`src/rtl/l2_response_dispatcher.sv`:
```
// L2 outbound dispatcher: steers Channel D beats into per-master FIFOs and
// multicasts Channel B probes until every targeted master has accepted.

module l2_disp_fifo #(
  parameter int DEPTH = 2,
  parameter int W     = 8
) (
  input  logic         clk,
  input  logic         rst_n,
  input  logic         push_i,
  input  logic         pop_i,
  input  logic [W-1:0] wdata_i,
  output logic [W-1:0] head_o,
  output logic         valid_o,
  output logic         full_o
);
  localparam int PW = (DEPTH > 1) ? $clog2(DEPTH) : 1;

  logic [W-1:0]  mem_q [DEPTH];
  logic [PW-1:0] wptr_q, rptr_q;
  logic [PW:0]   cnt_q;

  // DEPTH is a power of two, so pointers wrap by natural overflow
  always_ff @(posedge clk or negedge rst_n) begin
    if (!rst_n) begin
      wptr_q <= '0;
      rptr_q <= '0;
      cnt_q  <= '0;
    end else begin
      if (push_i) wptr_q <= wptr_q + PW'(1);
      if (pop_i)  rptr_q <= rptr_q + PW'(1);
      cnt_q <= cnt_q + (PW+1)'(push_i) - (PW+1)'(pop_i);
    end
  end

  always_ff @(posedge clk) begin
    if (push_i) mem_q[wptr_q] <= wdata_i;
  end

  assign head_o  = mem_q[rptr_q];
  assign valid_o = (cnt_q != '0);
  assign full_o  = (cnt_q == (PW+1)'(DEPTH));
endmodule

module l2_response_dispatcher #(
  parameter int NUM_MASTERS = 4,
  parameter int FIFO_DEPTH  = 2,
  parameter int DATA_W      = 64,
  parameter int SRC_W       = 4,
  parameter int ADDR_W      = 32
) (
  input  logic                              clk,
  input  logic                              rst_n,
  input  logic                              d_in_valid,
  output logic                              d_in_ready,
  input  logic [$clog2(NUM_MASTERS)-1:0]    d_in_master_id,
  input  logic [2:0]                        d_in_opcode,
  input  logic [1:0]                        d_in_param,
  input  logic [SRC_W-1:0]                  d_in_source,
  input  logic [DATA_W-1:0]                 d_in_data,
  input  logic                              d_in_last,
  output logic [NUM_MASTERS-1:0]            d_valid_o,
  input  logic [NUM_MASTERS-1:0]            d_ready_i,
  output logic [3*NUM_MASTERS-1:0]          d_opcode_o,
  output logic [2*NUM_MASTERS-1:0]          d_param_o,
  output logic [SRC_W*NUM_MASTERS-1:0]      d_source_o,
  output logic [DATA_W*NUM_MASTERS-1:0]     d_data_o,
  output logic [NUM_MASTERS-1:0]            d_last_o,
  input  logic                              b_in_valid,
  output logic                              b_in_ready,
  input  logic [NUM_MASTERS-1:0]            b_in_mask,
  input  logic [1:0]                        b_in_param,
  input  logic [ADDR_W-1:0]                 b_in_address,
  output logic [NUM_MASTERS-1:0]            b_valid_o,
  input  logic [NUM_MASTERS-1:0]            b_ready_i,
  output logic [1:0]                        b_param_o,
  output logic [ADDR_W-1:0]                 b_address_o,
  output logic                              disp_busy,
  output logic                              proto_err
);
  localparam int IDW = $clog2(NUM_MASTERS);

  typedef struct packed {
    logic [2:0]        opcode;
    logic [1:0]        param;
    logic [SRC_W-1:0]  source;
    logic [DATA_W-1:0] data;
    logic              last;
  } d_beat_t;
  localparam int BW = $bits(d_beat_t);

  typedef enum logic {B_IDLE, B_ISSUE} b_state_t;

  // ---------------- D path ----------------
  logic                   lock_q, perr_q;
  logic [IDW-1:0]         lock_id_q, tgt;
  logic                   d_push;
  logic [NUM_MASTERS-1:0] push, pop, full, nonempty;
  d_beat_t                in_beat;

  assign tgt        = lock_q ? lock_id_q : d_in_master_id;
  assign d_in_ready = rst_n && !full[tgt];
  assign d_push     = d_in_valid && d_in_ready;
  assign in_beat    = {d_in_opcode, d_in_param, d_in_source, d_in_data, d_in_last};

  for (genvar g = 0; g < NUM_MASTERS; g++) begin : g_m
    d_beat_t hb;
    assign push[g] = d_push && (tgt == IDW'(g));
    assign pop[g]  = nonempty[g] && d_ready_i[g];

    l2_disp_fifo #(.DEPTH(FIFO_DEPTH), .W(BW)) u_fifo (
      .clk     (clk),
      .rst_n   (rst_n),
      .push_i  (push[g]),
      .pop_i   (pop[g]),
      .wdata_i (in_beat),
      .head_o  (hb),
      .valid_o (nonempty[g]),
      .full_o  (full[g])
    );

    assign d_opcode_o[3*g +: 3]         = hb.opcode;
    assign d_param_o[2*g +: 2]          = hb.param;
    assign d_source_o[SRC_W*g +: SRC_W] = hb.source;
    assign d_data_o[DATA_W*g +: DATA_W] = hb.data;
    assign d_last_o[g]                  = hb.last;
  end

  assign d_valid_o = nonempty;

  // A multi-beat message pins the target until its last beat is accepted
  always_ff @(posedge clk or negedge rst_n) begin
    if (!rst_n) begin
      lock_q    <= 1'b0;
      lock_id_q <= '0;
      perr_q    <= 1'b0;
    end else begin
      if (d_in_valid && lock_q && (d_in_master_id != lock_id_q)) perr_q <= 1'b1;
      if (d_push) begin
        lock_q    <= !d_in_last;
        lock_id_q <= tgt;
      end
    end
  end

  assign proto_err = perr_q;

  // ---------------- B path ----------------
  b_state_t               bst_q;
  logic [NUM_MASTERS-1:0] pend_q, pend_d;
  logic [1:0]             bparam_q;
  logic [ADDR_W-1:0]      baddr_q;

  assign pend_d = pend_q & ~b_ready_i;

  always_ff @(posedge clk or negedge rst_n) begin
    if (!rst_n) begin
      bst_q    <= B_IDLE;
      pend_q   <= '0;
      bparam_q <= '0;
      baddr_q  <= '0;
    end else begin
      case (bst_q)
        B_IDLE: begin
          // an empty mask is accepted and dropped
          if (b_in_valid && (b_in_mask != '0)) begin
            pend_q   <= b_in_mask;
            bparam_q <= b_in_param;
            baddr_q  <= b_in_address;
            bst_q    <= B_ISSUE;
          end
        end
        B_ISSUE: begin
          pend_q <= pend_d;
          if (pend_d == '0) bst_q <= B_IDLE;
        end
      endcase
    end
  end

  assign b_in_ready  = rst_n && (bst_q == B_IDLE);
  assign b_valid_o   = pend_q;
  assign b_param_o   = bparam_q;
  assign b_address_o = baddr_q;
  assign disp_busy   = (|nonempty) || (bst_q == B_ISSUE);
endmodule
```
`config.mk`:
```
export PLATFORM = sky130hd
export DESIGN_NAME = l2_response_dispatcher
export DESIGN_NICKNAME = d
export VERILOG_FILES = /design/src/rtl/l2_response_dispatcher.sv
export SDC_FILE = /design/constraint.sdc
export NUM_CORES = 1
export LEC_CHECK = 0
export ABC_CLOCK_PERIOD_IN_PS = 5950
export BUFFER_PORTS_ARGS = -buffer_cell sky130_fd_sc_hd__buf_2
export CORE_AREA = 3 3 254 256
export CTS_CLUSTER_DIAMETER = 150
export DETAILED_ROUTE_END_ITERATION = 16
export DIE_AREA = 0 0 257 259
export PLACE_DENSITY_LB_ADDON = 0.08
export RECOVER_POWER = 50
export SLEW_MARGIN = 20
export SYNTH_ARGS = -nofsm -noshare
export SYNTH_HDL_FRONTEND = slang
export SYNTH_HIERARCHICAL = 1
export SYNTH_SLANG_ARGS = --single-unit
```
`constraint.sdc`:
```
create_clock -name clk -period 5.95 [get_ports clk]
set_input_delay 0.2975 -clock clk [delete_from_list [all_inputs] [get_ports clk]]
set_output_delay 0.2975 -clock clk [all_outputs]
set_load 0.03 [all_outputs]
```
==> flow_summary.toml, run 1 <==
[clocking]
cts_resized = 0
clock-root-buffer = "clkbuf_16"
cts.path.max_buffers = 3
cts.sinks = 651
ctsHoldBuffers = 110
clk_pin_slew_ns = 0.06
clk-insertion-delay-late_ns = 0.59
cts_setup_buffers = 0
cts_made_buffers = 71
cts_tree = "done"
h-tree-depth = 3

[setup_path]
crit_path_start_kind = "register"
worst_ep_required_time_ns = 6.48
critPathKind = "reg -> reg"
critical_path.max_fanout = 29
cp.arrival_ns = 4.68
end_kind = "register"

[timing]
relSlewSlack = -0.376
final_hold_viol_count = 0
grt_setup_unrepaired = "false"
slew_violations = 54
timing.fmax_ghz = 0.241
timing.final.crit_period_ns = 4.16
tightest_slew_ns = 2.06
finalSetupTns_ns = 0
setup-violations-final = 0
post-route-period-util = 0.699
fin_worst_skew_ns = 0.0163

[global_route]
grt_pass1_vias = 13039
overflow = 0
grt_use_total = 0.181
antenna_found_initial = 2
grt_pass1_wl_um = 88400
grt_max_degree = 63

[min_path]
min_path_type = "in -> reg"

[die]
fp-row-count = 92
die_h_um = 259
initial_core_util = 0.396
dieArea_um2 = 66600
die_x_um = 257
ios = 468
core_region_area_um2 = 62700

[cells_and_area]
fillers = 5342
final_cells = 2662
drive_gt1_frac = 0.404
finalNetCount = 1894
area_growth_pct = 24.8

[yosys]
synth_warnings = 6
synth_top_area_frac = 0.715
synth_area_leaders = "edfxtp_1 72%, mux2_4 12%, dfrtp_1 5.9%"
ys_seq_elements = 651
synth_cells = 1132
syn_avg_cell_area_um2 = 22.0
seq_area_frac_synth = 0.775
syn_area_um2 = 24900
synth_cell_types = 38
post-synth-top-area-cell = "edfxtp_1"
synth_nets = 1266

[routing]
wire_per_inst_um = 22.9
vias = 12509
viasPerCell = 4.70
drc = 0
ant_nets = 0
first_pass_iters = 5
drt_iter0_drc = 622
drt-total-wl_um = 61000

[job]
cap_violations = 2

[power_and_ir_drop]
ir_drop_mv = 0.336
p_leak_nw = 11.5
p_per_area_nw_per_um2 = 481

[outcome]
violations = "capacitance limit, slew limit"
status = "finished with violations"

[placement]
io_buffers = 467
routabilityCongestion = 0.767
dp_cells = 2423
dp_hpwl_um = 39700
==> flip-flops by register name, summed over array words and instances (netlist names) <==
| name | count |
|---|---|
| b_address_o | 32 |
| b_param_o | 2 |
| b_valid_o | 4 |
| bst_q | 1 |
| g_m.u_fifo/cnt_q | 8 |
| g_m.u_fifo/mem_q | 592 |
| g_m.u_fifo/rptr_q | 4 |
| g_m.u_fifo/wptr_q | 4 |
| lock_id_q | 2 |
| lock_q | 1 |
| proto_err | 1 |
==> path summary, 6_finish.rpt <==
check,start,endpoint,slack [ns],cells past startpoint
max,bst_q,b_valid_o[1],1.79,5
min,d_in_master_id[0],lock_id_q[0],0.06,2
max reg2reg,bst_q,b_valid_o[1],1.79,5
min reg2reg,proto_err,proto_err,0.48,1
max in group asynchronous,rst_n,g_m[3].u_fifo/rptr_q,4.84,3
min in group asynchronous,rst_n,g_m[0].u_fifo/wptr_q,0.50,3
==> synthesized netlist by cell type, drive strengths merged <==
library cell  instances
xor3                  4
nor2                  5
xnor2                 2
and3                  2
dfrtp                59
nor3b                 1
inv                  14
nor2b                10
o211ai                1
buf                  37
clkbuf                3
edfxtp              592
mux2                332
a31o                  1
nand4                 1
nand2                15
nand3                 3
nor4                  1
mux2i                 1
a32oi                 1
a21oi                 1
a22oi                 1
ha                    8
nand2b                2
nor3                  3
o22ai                 3
and2                  8
o21ai                 8
xor2                  8
or2                   4
a21o                  1
==> placed cells by master, fill, tap and decap left out, drive strengths merged, types with 2 or more instances in the layout <==
| master | netlist | final |
|---|---|---|
| clkinv | 0 | 32 |
| bufinv | 0 | 2 |
| nor2b | 10 | 10 |
| ha | 8 | 8 |
| xor3 | 4 | 4 |
| nand2 | 15 | 15 |
| buf | 37 | 344 |
| clkbuf | 3 | 232 |
| nand2b | 2 | 2 |
| o22ai | 3 | 3 |
| xor2 | 8 | 8 |
| and3 | 2 | 2 |
| edfxtp | 592 | 592 |
| nor3 | 3 | 3 |
| and2 | 8 | 8 |
| or2 | 4 | 4 |
| mux2 | 332 | 332 |
| nand3 | 3 | 3 |
| o21ai | 8 | 8 |
| nor2 | 5 | 5 |
| xnor2 | 2 | 2 |
| dlygate4sd3 | 0 | 110 |
| dfrtp | 59 | 59 |
| inv | 14 | 17 |
==> through the flow <==
stage | instance area [um2] | hold WS, ns | utilization | setup slack (ns) | power, W
after global routing | 31000 | 0.0412 | 0.494 | 1.44 | 0.0156
after CTS | 31400 | 0.00132 | 0.500 | 2.46 | 0.0154
after floorplan | 24900 | 0.00191 | - | 0.619 | 0.00968
final | 31000 | 0.0565 | 0.494 | 1.79 | 0.0149
after global placement | 28100 | 0.465 | 0.448 | 2.37 | 0.0111
after detailed placement | 28100 | 0.450 | 0.448 | 2.46 | 0.0111
==> cell families (layout without fill, tap and decap cells) <==
family,count (synthesis),count (layout),synth area share
AOI/OAI and AO/OA,17,17,0.00438
xor gates and xnor gates,14,14,0.00735
adders and majority gates,8,8,0.00403
buffers and inverters,54,737,0.0164
DFF,651,651,0.775
muxes,333,333,0.181
other,0,1,0
and+or+nand+nor,55,55,0.0123
==> worst max-delay path, cell delays in order, from the launching register on <==
cell and delay, ns:
dfrtp_1 0.50, nor3b_1 1.51, clkbuf_1 1.13, nand2_1 0.25
o21ai_0 0.14, dlygate4sd3_1 0.57
==> per-layer routing <==
| metal | GRT usage | wire length, um |
|---|---|---|
| met1 | 0.225 | 25400 |
| met2 | 0.312 | 30800 |
| met3 | 0.0477 | 3840 |
| met4 | 0.0509 | 1040 |
| met5 | 0 | 0 |
==> area by class of cell <==
class / count / area (um2) / area share
Tap cell: 846 / 1060 / 0.0341
Clock inverter: 37 / 231 / 0.00746
Timing Repair Buffer: 595 / 3420 / 0.110
Inverter: 14 / 52.6 / 0.00169
Antenna cell: 1 / 2.50 / 0.0000807
Sequential cell: 651 / 19300 / 0.621
Clock buffer: 91 / 1940 / 0.0624
Multi-Input combinational cell: 427 / 5050 / 0.163
==> power breakdown <==
part,internal (W),switching [W],leakage (nW)
Sequential,0.00549,0.000520,6.03
Combinational,0.00180,0.00303,4.38
Clock,0.00238,0.00171,1.06
(Power assumes the default switching activity.)
==> run 2, diff against run 1 <==
--- a/config.mk
+++ b/config.mk
@@ -5,12 +5,13 @@
 export SDC_FILE = /design/constraint.sdc
 export NUM_CORES = 1
 export LEC_CHECK = 0
-export ABC_CLOCK_PERIOD_IN_PS = 5950
+export ABC_AREA = 1
+export ABC_CLOCK_PERIOD_IN_PS = 3950
 export BUFFER_PORTS_ARGS = -buffer_cell sky130_fd_sc_hd__buf_2
-export CORE_AREA = 3 3 254 256
+export CORE_AREA = 3 3 253 255
 export CTS_CLUSTER_DIAMETER = 150
 export DETAILED_ROUTE_END_ITERATION = 16
-export DIE_AREA = 0 0 257 259
+export DIE_AREA = 0 0 256 258
 export PLACE_DENSITY_LB_ADDON = 0.08
 export RECOVER_POWER = 50
 export SLEW_MARGIN = 20
==> constraint.sdc (replaced) <==
create_clock -name clk -period 3.95 [get_ports clk]
set_input_delay 0.1975 -clock clk [delete_from_list [all_inputs] [get_ports clk]]
set_output_delay 0.1975 -clock clk [all_outputs]
set_load 0.03 [all_outputs]
==> flow_summary.toml, run 2 <==
[routing]
wire_per_inst_um = 18.8
drc = 0
drt-total-wl_um = 62800
vias = 15281
first_pass_iters = 5
viasPerCell = 4.58
drt_iter0_drc = 861
ant_nets = 0

[clocking]
clk-insertion-delay-late_ns = 0.60
cts.path.max_buffers = 3
cts_resized = 0
cts.sinks = 651
cts_tree = "done"
h-tree-depth = 3
clock-root-buffer = "clkbuf_16"
ctsHoldBuffers = 125
cts_setup_buffers = 0
clk_pin_slew_ns = 0.06
cts_made_buffers = 72

[cells_and_area]
final_cell_mix = "592 x edfxtp_1, 361 x nand2_1, 341 x inv_1"
layout_commonest_cell = "edfxtp_1"
drive_gt1_frac = 0.193
largest_reg_flops = 592
finalNetCount = 2576
n_antenna_cell = 0
top_register = "g_m.u_fifo/mem_q"
fillers = 5469
area_growth_pct = 26.6
final_cells = 3337

[timing]
grt_setup_unrepaired = "false"
timing.final.crit_period_ns = 3.28
slew_violations = 105
fin_worst_skew_ns = 0.0179
timing.fmax_ghz = 0.305
final_hold_viol_count = 0
post-route-period-util = 0.829
finalSetupTns_ns = 0
tightest_slew_ns = 1.84
setup-violations-final = 0
relSlewSlack = -0.229
worst_slack_ns = 0.674

[global_route]
antenna_found_initial = 3
overflow = 0
grt_pass1_wl_um = 94100
grt_use_total = 0.188
grt_max_degree = 98
grt_pass1_vias = 15007

[die]
fp-row-count = 91
die_x_um = 256
die_h_um = 258
ios = 468
initial_core_util = 0.399
core_region_area_um2 = 61800
dieArea_um2 = 66000

[outcome]
violations = "capacitance limit, slew limit"
status = "finished with violations"

[yosys]
synth_common_cells = "592 x edfxtp_1, 360 x nand2_1, 343 x inv_1"
synth_nets = 1958
ys.flop_type = "edfxtp_1"
synth_area_leaders = "edfxtp_1 72%, o21ai_0 6.1%, dfrtp_1 6.0%"
ys_seq_elements = 651
synth_top_area_frac = 0.720
seq_area_frac_synth = 0.780
synth_cells = 1824
synth_cell_types = 28
post-synth-top-area-cell = "edfxtp_1"
synth_most_common_cell = "edfxtp_1"
synth-edff-count = 592
synth_warnings = 6
syn_avg_cell_area_um2 = 13.5
async_reset_ff_frac = 0.0906
syn_area_um2 = 24700

[setup_path]
rrSetupSlack_ns = 0.67
reg2reg_depth = 4
critical_path.max_fanout = 42
r2r_start = "bst_q"
cp.arrival_ns = 3.75
rr_endpoint = "b_valid_o[1]"
critPathLaunch = "bst_q"
worst_ep_required_time_ns = 4.42
end_kind = "register"
crit_path_start_kind = "register"
endpoint = "b_valid_o[1]"
critPathKind = "reg -> reg"

[power_and_ir_drop]
p_leak_nw = 12.6
total_power_w = 0.0232
ir_drop_mv = 0.577
p_per_area_nw_per_um2 = 742

[min_path]
min_path_type = "in -> reg"

[placement]
dp_cells = 3080
dp_worst_setup_slack_ns = 1.24
io_buffers = 467
dp_hpwl_um = 41400
routabilityCongestion = 0.786

[job]
cap_violations = 2
## run 2: changes by cell type after synthesis, moves of 8 or more
cell,previous run,this run
and2_1,8,0
buf_4,0,41
buf_6,25,3
clkbuf_1,2,12
inv_1,14,343
mux2_2,129,32
mux2_4,200,0
nand2_1,15,360
nand3_1,2,12
nor2_1,5,15
nor2b_1,10,0
o21ai_0,7,301
## run 2: through the flow
stage	hold WS (ns)	cell area, um2	util
finish	0.0952	31300	0.506
global route	0.128	31300	0.506
CTS	0.0431	31500	0.510
detailed placement	0.416	27900	0.452
global placement	0.409	27900	0.452
floorplan	-0.0981	24700	-
## run 2: power by group
group	switching [W]	internal (W)	total, W
Sequential	0.000795	0.00824	0.00903
Combinational	0.00575	0.00187	0.00762
Clock	0.00265	0.00391	0.00655
## run 2: worst min path at each step
| stage | start | endpoint | cells after the start |
|---|---|---|---|
| global route | d_in_master_id[0] | lock_id_q[0] | 5 |
| detailed placement | b_in_address[31] | b_address_o[31] | 2 |
| CTS | d_in_master_id[0] | lock_id_q[0] | 5 |
| finish | d_in_master_id[0] | lock_id_q[0] | 5 |
| global placement | b_in_address[8] | b_address_o[8] | 2 |
| floorplan | rst_n | b_address_o[0] | 0 |
## run 2: logic make-up after synthesis
group	synth area share
flip-flops	0.780
adder cells (fa/ha/maj)	0.00405
buffers and inverters	0.0705
AO/OA/AOI/OAI	0.0622
XOR/XNOR	0.00284
multiplexers	0.0160
AND/OR/NAND/NOR	0.0649
## run 2: critical path: stages (launching register included)
cell	delay, ns
dfrtp_1	0.45
inv_1	0.13
nand3_1	1.25
mux2_2	0.76
dlygate4sd3_1	0.57
## run 2: metal layers
metal | routed length (um) | share of wire | global-route usage
met5 | 0 | 0 | 0
met3 | 3290 | 0.052 | 0.0379
met1 | 27200 | 0.43 | 0.248
met2 | 31000 | 0.49 | 0.317
met4 | 1300 | 0.021 | 0.0565
## run 2: final cells by class
cell class	instances	area [um2]	area share
clock inverter	42	413	0.0132
clock buffer	90	1910	0.0611
sequential	651	19300	0.616
multi-input combinational	760	3690	0.118
inverter	345	1310	0.0417
timing repair buffer	612	3630	0.116
tap	837	1050	0.0335
==> run 3, diff against run 2 <==
--- a/config.mk
+++ b/config.mk
@@ -6,7 +6,7 @@
 export NUM_CORES = 1
 export LEC_CHECK = 0
 export ABC_AREA = 1
-export ABC_CLOCK_PERIOD_IN_PS = 3950
+export ABC_CLOCK_PERIOD_IN_PS = 2900
 export BUFFER_PORTS_ARGS = -buffer_cell sky130_fd_sc_hd__buf_2
 export CORE_AREA = 3 3 253 255
 export CTS_CLUSTER_DIAMETER = 150
==> constraint.sdc (replaced) <==
create_clock -name clk -period 2.9 [get_ports clk]
set_input_delay 0.145 -clock clk [delete_from_list [all_inputs] [get_ports clk]]
set_output_delay 0.145 -clock clk [all_outputs]
set_load 0.03 [all_outputs]
==> flow_summary.toml, run 3 (synthesis results as in run 2) <==
[setup_path]
critPathKind = "reg -> out"
reg2reg_depth = 4
end_kind = "primary output"
crit_path_start_kind = "register"
worst_ep_required_time_ns = 2.76
critical_path.max_fanout = 56
cp.arrival_ns = 2.45

[placement]
io_buffers = 467
post_dp_cell_area_um2 = 28200
routabilityCongestion = 0.777
dp_worst_setup_slack_ns = 0.415
dp_hpwl_um = 42600

[timing]
slew_violations = 0
setup-violations-final = 0
finalSetupTns_ns = 0
worst_slack_ns = 0.308
timing.fmax_ghz = 0.386
tightest_slew_ns = 0.961
relSlewSlack = 0.358
fin_worst_skew_ns = 0.0216
timing.final.crit_period_ns = 2.59
post-route-period-util = 0.894
grt_setup_unrepaired = "false"
final_hold_viol_count = 0

[cells_and_area]
post-route-util = 0.508
largest_reg_flops = 592
fin_area_um2 = 31400
final_cell_mix = "592 x edfxtp_1, 362 x nand2_1, 341 x inv_1"
area_growth_pct = 27.2
drive_gt1_frac = 0.185
finalNetCount = 2587
top_register = "g_m.u_fifo/mem_q"
layout_commonest_cell = "edfxtp_1"

[die]
die_x_um = 256
dieArea_um2 = 66000
core_region_area_um2 = 61800
initial_core_util = 0.399
ios = 468
fp-row-count = 91
die_h_um = 258

[routing]
wire_per_inst_um = 19.1
drc = 0
ant_nets = 0
viasPerCell = 4.59
vias = 15332
drt_iter0_drc = 990
drt-total-wl_um = 63900
first_pass_iters = 5

[clocking]
cts_resized = 0
cts_setup_buffers = 0
clk_pin_slew_ns = 0.06
clock-root-buffer = "clkbuf_16"
clk-insertion-delay-late_ns = 0.59
cts_tree = "done"
cts.path.max_buffers = 3
ctsHoldBuffers = 126
cts.sinks = 651
cts_made_buffers = 71
h-tree-depth = 3

[power_and_ir_drop]
p_per_area_nw_per_um2 = 1000
ir_drop_mv = 0.556
p_leak_nw = 12.6

[min_path]
whs_path_depth = 3
min_path_type = "in -> reg"

[global_route]
antenna_found_initial = 0
overflow = 0
grt_pass1_wl_um = 94400
grt_max_degree = 75
grt_pass1_vias = 14919
grt_use_total = 0.190

[job]
cap_violations = 0

[outcome]
status = "finished clean"
## run 3: routing by layer
layer	wire length, um	up-vias	GRT usage
li1	-	7386	-
met1	27300	7459	0.251
met2	31800	414	0.325
met3	3510	73	0.0338
met4	1260	0	0.0521
met5	0	-	0
## run 3: layout make-up
cell class / count / area (um2)
inverter: 345 / 1310
sequential: 651 / 19300
antenna: 1 / 2.50
clock buffer: 87 / 1930
tap: 837 / 1050
fill: 5498 / 30400
clock inverter: 37 / 315
timing repair buffer: 624 / 3820
multi-input combinational: 760 / 3710
## run 3: critical path, stage by stage, from the launching register on
cell	delay, ns
dfrtp_4	0.73
buf_12	0.30
o21ai_0	0.45
buf_2	0.29
## run 3: final timing paths
path	startpoint	end	slack [ns]
worst max register to register	bst_q	b_valid_o[1]	0.32
worst min register to register	proto_err	proto_err	0.49
max in group asynchronous	rst_n	g_m[0].u_fifo/rptr_q	1.77
worst min-delay path	b_in_address[31]	b_address_o[31]	0.30
min in group asynchronous	rst_n	b_address_o[25]	0.46
worst max-delay path	g_m[3].u_fifo/rptr_q	d_data_o[193]	0.31
## run 3: report_power, final
part / total, W / switching [W] / internal, W / leakage (nW)
sequential: 0.0121 / 0.000841 / 0.0112 / 6.03
clock: 0.00873 / 0.00356 / 0.00517 / 1.11
combinational: 0.0108 / 0.00814 / 0.00262 / 5.44
## run 3: metrics by stage
stage	cells	total power [W]	hold WS (ns)
finish	3342	0.0316	0.304
global route	3341	0.0331	0.293
CTS	3341	0.0323	0.257
detailed placement	3091	0.0233	0.362
global placement	3091	0.0232	0.358
floorplan	1824	0.0193	-0.151
